--- config.mk ---
export PLATFORM = sky130hd
export DESIGN_NAME = control_unit
export DESIGN_NICKNAME = d
export VERILOG_FILES = /design/src/rtl/control_unit.sv
export SDC_FILE = /design/constraint.sdc
export NUM_CORES = 1
export LEC_CHECK = 0
export CAP_MARGIN = 25
export CORE_UTILIZATION = 30
export DETAILED_ROUTE_END_ITERATION = 8
export GPL_TIMING_DRIVEN = 1
export HOLD_SLACK_MARGIN = 0.12
export PLACE_DENSITY = 0.58
export SLEW_MARGIN = 20
export SYNTH_ARGS = -nofsm -noshare
export SYNTH_HDL_FRONTEND = slang
export SYNTH_SLANG_ARGS = --single-unit
--- constraint.sdc ---
create_clock -name clk -period 1.9 [get_ports clk]
set_input_delay 0.285 -clock clk [delete_from_list [all_inputs] [get_ports clk]]
set_output_delay 0.285 -clock clk [all_outputs]
set_load 0.05 [all_outputs]
--- src/rtl/control_unit.sv ---
// k_and_s_pkg: instruction encoding shared with data_path.
// control_unit: Moore FSM sequencing the K&S data_path through
//   fetch / decode / execute / write-back / branch / halt.
// Ports:
//   clk, rst                    clock, async active-high reset
//   decoded_instruction         instruction class from data_path
//   zero_op, neg_op             datapath flags (latched locally for branches)
//   unsigned_overflow,
//   signed_overflow             datapath flags, reserved (not used)
//   branch, pc_enable           PC load select / update strobe
//   ir_enable                   instruction register load
//   addr_sel                    RAM address select (1 = PC)
//   c_sel, operation            bus_c select, ALU op
//   write_reg_enable            register bank write
//   flags_reg_enable            datapath flag register update
//   ram_write_enable            RAM write strobe
//   halt                        processor stopped
package k_and_s_pkg;
  typedef enum logic [3:0] {
    I_NOP    = 4'd0,
    I_LOAD   = 4'd1,
    I_STORE  = 4'd2,
    I_MOVE   = 4'd3,
    I_ADD    = 4'd4,
    I_SUB    = 4'd5,
    I_AND    = 4'd6,
    I_OR     = 4'd7,
    I_BRANCH = 4'd8,
    I_BZERO  = 4'd9,
    I_BNZERO = 4'd10,
    I_BNEG   = 4'd11,
    I_BNNEG  = 4'd12,
    I_HALT   = 4'd13
  } decoded_instruction_type;
endpackage

module control_unit
  import k_and_s_pkg::*;
#(
  parameter int RD_LAT = 1
) (
  input  logic                    clk,
  input  logic                    rst,
  input  decoded_instruction_type decoded_instruction,
  input  logic                    zero_op,
  input  logic                    neg_op,
  input  logic                    unsigned_overflow,
  input  logic                    signed_overflow,
  output logic                    branch,
  output logic                    pc_enable,
  output logic                    ir_enable,
  output logic                    addr_sel,
  output logic                    c_sel,
  output logic [1:0]              operation,
  output logic                    write_reg_enable,
  output logic                    flags_reg_enable,
  output logic                    ram_write_enable,
  output logic                    halt
);

  localparam int WW = (RD_LAT < 1) ? 1 : $clog2(RD_LAT + 1);
  localparam logic [WW-1:0] LAT = WW'(RD_LAT);

  typedef enum logic [3:0] {
    S_FETCH, S_DECODE, S_LOAD, S_STORE, S_MOVE,
    S_ALU, S_FLAGCAP, S_BRANCH, S_HALT
  } state_t;

  state_t                  state, nxt;
  logic [WW-1:0]           wcnt, wcnt_nxt;
  decoded_instruction_type op_q;
  logic                    z_q, n_q;
  logic                    done, take;

  // Overflow flags are reserved; folded here only so they are consumed.
  logic unused_ok;
  assign unused_ok = unsigned_overflow ^ signed_overflow;

  assign done = (wcnt == LAT);

  always_comb begin
    case (op_q)
      I_BRANCH: take = 1'b1;
      I_BZERO:  take = z_q;
      I_BNZERO: take = ~z_q;
      I_BNEG:   take = n_q;
      I_BNNEG:  take = ~n_q;
      default:  take = 1'b0;
    endcase
  end

  // Raw Moore outputs; gated by rst below so nothing leaks while in reset.
  logic       br_c, pc_c, ir_c, as_c, cs_c, wr_c, fe_c, rw_c, hl_c;
  logic [1:0] op_c;

  always_ff @(posedge clk or posedge rst) begin
    if (rst) begin
      state <= S_FETCH;
      wcnt  <= '0;
      op_q  <= I_NOP;
      z_q   <= 1'b0;
      n_q   <= 1'b0;
    end else begin
      state <= nxt;
      wcnt  <= wcnt_nxt;
      if (state == S_DECODE) op_q <= decoded_instruction;
      // Datapath flag register clears when not enabled, so grab the ALU
      // result flags the cycle after the ALU write.
      if (state == S_FLAGCAP) begin
        z_q <= zero_op;
        n_q <= neg_op;
      end
    end
  end

  always_comb begin
    nxt      = state;
    wcnt_nxt = '0;
    br_c = 1'b0; pc_c = 1'b0; ir_c = 1'b0; as_c = 1'b0; cs_c = 1'b0;
    wr_c = 1'b0; fe_c = 1'b0; rw_c = 1'b0; hl_c = 1'b0; op_c = 2'b00;
    case (state)
      S_FETCH: begin
        as_c = 1'b1;
        if (done) begin
          ir_c = 1'b1;
          nxt  = S_DECODE;
        end else begin
          wcnt_nxt = wcnt + 1'b1;
        end
      end
      // First fetch cycle overlapped with the flag capture; the count
      // carries into FETCH so ALU ops cost no extra cycle.
      S_FLAGCAP: begin
        as_c = 1'b1;
        if (done) begin
          ir_c = 1'b1;
          nxt  = S_DECODE;
        end else begin
          wcnt_nxt = wcnt + 1'b1;
          nxt      = S_FETCH;
        end
      end
      S_DECODE: begin
        pc_c = 1'b1;
        case (decoded_instruction)
          I_LOAD:   nxt = S_LOAD;
          I_STORE:  nxt = S_STORE;
          I_MOVE:   nxt = S_MOVE;
          I_ADD, I_SUB, I_AND, I_OR: nxt = S_ALU;
          I_BRANCH, I_BZERO, I_BNZERO, I_BNEG, I_BNNEG: nxt = S_BRANCH;
          I_HALT:   nxt = S_HALT;
          default:  nxt = S_FETCH;
        endcase
      end
      S_LOAD: begin
        if (done) begin
          cs_c = 1'b1;
          wr_c = 1'b1;
          nxt  = S_FETCH;
        end else begin
          wcnt_nxt = wcnt + 1'b1;
        end
      end
      S_STORE: begin
        rw_c = 1'b1;
        nxt  = S_FETCH;
      end
      S_MOVE: begin
        wr_c = 1'b1;
        nxt  = S_FETCH;
      end
      S_ALU: begin
        wr_c = 1'b1;
        fe_c = 1'b1;
        case (op_q)
          I_ADD:   op_c = 2'b01;
          I_SUB:   op_c = 2'b10;
          I_AND:   op_c = 2'b11;
          default: op_c = 2'b00;
        endcase
        nxt = S_FLAGCAP;
      end
      S_BRANCH: begin
        pc_c = take;
        br_c = take;
        nxt  = S_FETCH;
      end
      S_HALT: begin
        hl_c = 1'b1;
      end
      default: nxt = S_FETCH;
    endcase
  end

  assign branch           = ~rst & br_c;
  assign pc_enable        = ~rst & pc_c;
  assign ir_enable        = ~rst & ir_c;
  assign addr_sel         = ~rst & as_c;
  assign c_sel            = ~rst & cs_c;
  assign operation        = {2{~rst}} & op_c;
  assign write_reg_enable = ~rst & wr_c;
  assign flags_reg_enable = ~rst & fe_c;
  assign ram_write_enable = ~rst & rw_c;
  assign halt             = ~rst & hl_c;

endmodule

==> results.cfg, run 1 <==
[power_and_ir_drop]
power_mw = 1.593
ir_drop_v = 0.0006411
leakagePower_nw = 0.5207
pwr_density_cell_mw_per_mm2 = 1307

[route]
detail_route.drc_violations = 0
final_antenna_net_count = 0
dr.first_iter.drc_count = 12
dr.pass1.iters = 3
wl_per_cell_um = 11.43
wirelength_um = 1543
vias_per_cell = 5.074
vias = 685

[clocking]
cts_max_path_buffers = 2
ctsHoldBuffers = 0
clk_latency_ps = 260
cts_tree = yes
cts_sinks = 11
cts_buffers = 3
cts_root_buf = clkbuf_4
clk_pin_slew_ps = 60
cts_max_level = 1

[sta]
maxSlewViolCount = 0
period_share_pct = 98.65
tightest_slew_ps = 398.6
hold_viol_final = 0
finalSetupTns_ps = 0
rsz0062_at_grt = true
finClkSkew_ps = 0.1738
fin_crit_ps = 1874
slew_headroom_pct = 73.30
fmax_ghz = 0.5335
setup_viol = 0

[worst_hold_path]
hold_class = flip-flop to flip-flop

[worst_setup_path]
cp.arrival_ps = 1590
crit_slowest_cell = clkdlybuf4s50_1
cp-end-kind = primary output
path_buf_inv = 2
path_cells = clkdlybuf4s50_1 -> nor2b_1 -> nand4_1 -> o31ai_4 -> clkbuf_16
worstSetupPathType = primary input to primary output
cp_max_fo = 3
slowest_delay_ps = 450
cp_top_family = buffers and inverters
startpoint_type = primary input
critical_path_required_ps = 1620

[synth]
netlist_area_sq_um = 758.2
synth_top_area_share_pct = 36.30
yosys_warnings = 0
syn_avg_cell_area_sq_um = 9.847
async_flop_share_pct = 100.0
syn_inst = 77
synth_seq_area_share_pct = 36.30
synth_area_leader_cell = dfrtp_1
synth-main-ff-cell = dfrtp_1
synth.area.top_cells = dfrtp_1 36%, mux2_2 7.4%, ha_1 6.6%
synth_cell_type_count = 35
syn_nets = 91
synth_edf_count = 0
synth.ff_latch_count = 11

[outcome]
outcome = completed

[floorplan]
core_area_sq_mm = 0.002297
die-area_sq_mm = 0.002733
io_pins = 21
fp-row-count = 17
die_w_um = 52.28
die_h_um = 52.28
start_util_pct = 33.01

[placement]
io_buffers = 18
place_inst = 128
place_area_sq_mm = 0.001145
dp_hpwl_um = 1279
gp_congestion = 0.7726

[finish]
regArea_sq_um = 277.8
nets = 122
final_cell_mix = 10 x buf_12, 10 x buf_4, 9 x dfrtp_1
stdcell_area_sq_mm = 0.001219
drive_gt1_share_pct = 39.25
multiInputGateArea_sq_um = 479.2
diodes = 0
fillCellCount = 217
fin_cells = 135
syn2layout_area_growth_pct = 60.73

[global_routing]
grt_pass1_vias = 597
grt_overflow = 0
grt_usage_pct = 12.77
grt_pass1_wl_um = 2497
grt_max_degree = 12
antenna_found_initial = 0

[flow_run]
cap_viol_max_count = 0
area by class of cell:
| class | instances | area share (%) |
|---|---|---|
| clock buffers | 4 | 2.156 |
| inverters | 5 | 1.540 |
| multi-input cells | 58 | 39.32 |
| flip-flops and latches | 11 | 22.79 |
| well taps | 28 | 2.875 |
| repair buffers | 29 | 31.31 |
power by group:
part	internal (mW)	switching (mW)	leakage (nW)
registers	0.347	0.124	0.132
logic	0.509	0.461	0.374
clock network	0.0812	0.0714	0.0150
worst register-to-register path, stage by stage (launching register included):
cell,delay (ps)
dfrtp_2,450
buf_6,150
nor4b_4,310
buf_4,150
buf_4,140
mux2_2,340
logic make-up after synthesis:
| kind of cell | count (synthesis) | synth area share [%] |
|---|---|---|
| muxes | 8 | 11.55 |
| AOI/OAI and AO/OA | 13 | 12.87 |
| buffers and inverters | 8 | 5.281 |
| and+or+nand+nor | 31 | 25.08 |
| xor gates and xnor gates | 2 | 2.311 |
| DFF | 11 | 36.30 |
| adders and majority gates | 4 | 6.601 |
path summary, 6_finish.rpt:
| path | start | endpoint | slack [ps] | depth (start not counted) |
|---|---|---|---|---|
| max | rst | pc_enable | 30 | 5 |
| max in group asynchronous | rst | state[2] | 1170 | 4 |
| min reg2reg | done | done | 540 | 1 |
| min | done | done | 540 | 1 |
| max reg2reg | state[2] | op_q[3] | 240 | 5 |
| min in group asynchronous | rst | done | 580 | 4 |
metrics by stage:
step | hold WS [ps] | setup slack, ps | utilization, %
2_1_floorplan | 150.5 | -120.3 | -
3_3_place_gp | 514.5 | -0.7436 | 49.84
3_5_place_dp | 524.5 | 1.610 | 49.84
4_1_cts | 540.9 | 14.10 | 50.98
5_1_grt | 555.2 | -31.64 | 53.05
6_report | 535.6 | 25.72 | 53.05
per-layer routing:
layer,track usage (%),vias to the layer above,wire length [um]
li1,-,335,-
met1,14.97,328,682
met2,21.79,18,762
met3,1.739,4,55
met4,7.895,0,42
met5,0,-,0
cell usage after synthesis (2+ instances only):
library cell	n
and3_1	4
a31oi_1	2
mux2_2	5
inv_1	5
and2_1	2
dfrtp_1	11
nor2b_1	3
o21ai_0	2
buf_2	2
nand2_1	4
ha_1	4
xnor2_1	2
nor3_1	2
mux2i_1	2
nand4_1	2
nor2_1	6
flip-flops by register name, indices dropped and copies added, names as in the netlist:
name / flops
op_q: 4
state: 4
n_q: 1
z_q: 1
done: 1
repair_timing:
item	CTS	global route
pin swaps	1	4
resized for setup	0	7
setup buffers	0	3
endpoints found under the setup margin	1	4
(Power assumes the default switching activity.)
==> inputs of run 2 (changes only) <==
--- a/config.mk
+++ b/config.mk
@@ -7,4 +7,5 @@
 export LEC_CHECK = 0
 export CAP_MARGIN = 25
+export CORE_MARGIN = 5
 export CORE_UTILIZATION = 30
 export DETAILED_ROUTE_END_ITERATION = 8
==> constraint.sdc (replaced) <==
create_clock -name clk -period 1.9 [get_ports clk]
set_input_delay 0.285 -clock clk [delete_from_list [all_inputs] [get_ports clk]]
set_output_delay 0.285 -clock clk [all_outputs]
set_load 0.005 [all_outputs]
==> run 2 against run 1 <==
Setup slack better by 34 ps. Worst hold slack worse by 210 ps. Sequential cell count stayed put. Sequential power hardly changed. Total power is 13% lower.
==> results.cfg, run 2 (synthesized netlist as in run 1, its figures left out) <==
[power_and_ir_drop]
ir_drop_v = 0.0005710
power.net_switching_mw = 0.5140
seqPwrFrac_pct = 34.1
power_frac_clock_pct = 11.8
p_int_mw = 0.8750
leakagePower_nw = 0.5543
combPwrFrac_pct = 54.1
switching_share_pct = 37.01
pwr_density_cell_mw_per_mm2 = 1232

[clocking]
cts_root_buf = clkbuf_4
clk_pin_slew_ps = 80
cts_max_level = 1
cts_max_path_buffers = 2
cts_tree = yes
clk_latency_ps = 270
cts_buffers = 3
cts_sinks = 11

[worst_setup_path]
cp_max_fo = 4
r2r-start = state[1]
slowest_delay_ps = 430
path_cells = nor3b_2 -> buf_4 -> buf_4 -> a21o_1 -> dlygate4sd2_1
cp.arrival_ps = 1560
r2r_slack_ps = 230
reg2reg_to = op_q[0]
cp-end-kind = primary output
critical_path_required_ps = 1620
startpoint_type = flip-flop
worstSetupPathType = flip-flop to primary output
ff2ff_path_depth = 6
crit_slowest_cell = dfrtp_1
cp_common_cell = buf_4

[route]
wirelength_um = 1925
detail_route.drc_violations = 0
vias = 700
wl_per_cell_um = 13.18
dr.pass1.iters = 4
final_antenna_net_count = 0
vias_per_cell = 4.795
dr.first_iter.drc_count = 18

[finish]
diodes = 0
final_common_cell = buf_4
fillCellCount = 248
drive_gt1_share_pct = 31.90
final_cell_mix = 20 x buf_4, 11 x dlygate4sd2_1, 9 x dfrtp_1
syn2layout_area_growth_pct = 48.68
nets = 131
reg_top3 = op_q (4), state (4)
stdcell_area_sq_mm = 0.001127

[sta]
period_share_pct = 96.88
finClkSkew_ps = 2.226
setup_viol = 0
setup_slack_ps = 59.32
tightest_slew_ps = 315.7
maxSlewViolCount = 0
fin_crit_ps = 1841
slew_headroom_pct = 78.41
hold_viol_final = 0
rsz0062_at_grt = false
fmax_ghz = 0.5433

[floorplan]
die_w_um = 60.28
die_h_um = 60.28
io_pins = 21
die-area_sq_mm = 0.003633
fp-row-count = 18
start_util_pct = 30.89
core_area_sq_mm = 0.002455

[placement]
place_ws_ps = -283.3
place_area_sq_mm = 0.001052
io_buffers = 18
gp_congestion = 0.7189
dp_hpwl_um = 1466

[global_routing]
grt_pass1_wl_um = 3270
grt_max_degree = 10
antenna_found_initial = 0
grt_pass1_vias = 704
grt_usage_pct = 12.29
grt_overflow = 0

[worst_hold_path]
hold_class = primary input to async pin

[flow_run]
cap_viol_max_count = 0

[outcome]
outcome = completed
==> run 2: per-layer routing <==
layer	up-vias	part of all wire, %	GRT usage (%)
met5	-	0	0
met4	0	0	5.696
met3	0	4.0	1.296
met2	14	47	19.29
met1	329	49	16.75
li1	357	-	-
==> run 2: timing repair <==
item / in CTS / in global routing
setup buffers: 6 / 1
pin swaps: 1 / 1
hold buffers: 0 / 0
endpoints found under the setup margin: 11 / 1
gates resized for setup: 21 / 0
==> run 2: stage by stage <==
stage	TNS, ps	hold slack (ps)	util, %	total power [mW]	instances
final	0	329.4	45.92	1.389	146
after detailed placement	-1575	518.5	42.86	1.166	135
after global placement	-1537	512.0	42.86	1.146	135
after CTS	0	324.7	45.62	1.385	145
after global routing	0	339.0	45.92	1.520	146
after floorplan	0	150.5	-	0.8891	77
==> run 2: worst max-delay path, delay by kind of cell (launching register included) <==
| kind | cells | cell delay, ps |
|---|---|---|
| AO/OA/AOI/OAI | 1 | 170 |
| AND/OR/NAND/NOR | 1 | 170 |
| buffers and inverters | 3 | 510 |
| flip-flops | 1 | 430 |
==> run 2: worst max path at each step <==
stage / from / endpoint / cells past startpoint
final: state[2] / write_reg_enable / 5
after global routing: state[2] / write_reg_enable / 5
after CTS: state[1] / pc_enable / 6
after detailed placement: rst / pc_enable / 5
after global placement: rst / pc_enable / 5
after floorplan: state[3] / pc_enable / 4
==> run 2: power by group through the flow <==
stage	logic, mW	clock network (mW)	registers (mW)
after CTS	0.742	0.171	0.472
final	0.752	0.164	0.473
after floorplan	0.460	0	0.429
after global placement	0.670	0	0.476
after detailed placement	0.684	0	0.483
after global routing	0.844	0.180	0.496
==> run 2: cell type report <==
type	instances	area, sq um	share of cell area (%)
Multi-Input combinational cell	58	455.4	40.40
Timing Repair Buffer	38	311.5	27.64
Sequential cell	11	277.8	24.64
Tap cell	30	37.54	3.330
Clock buffer	4	26.28	2.331
Inverter	5	18.77	1.665
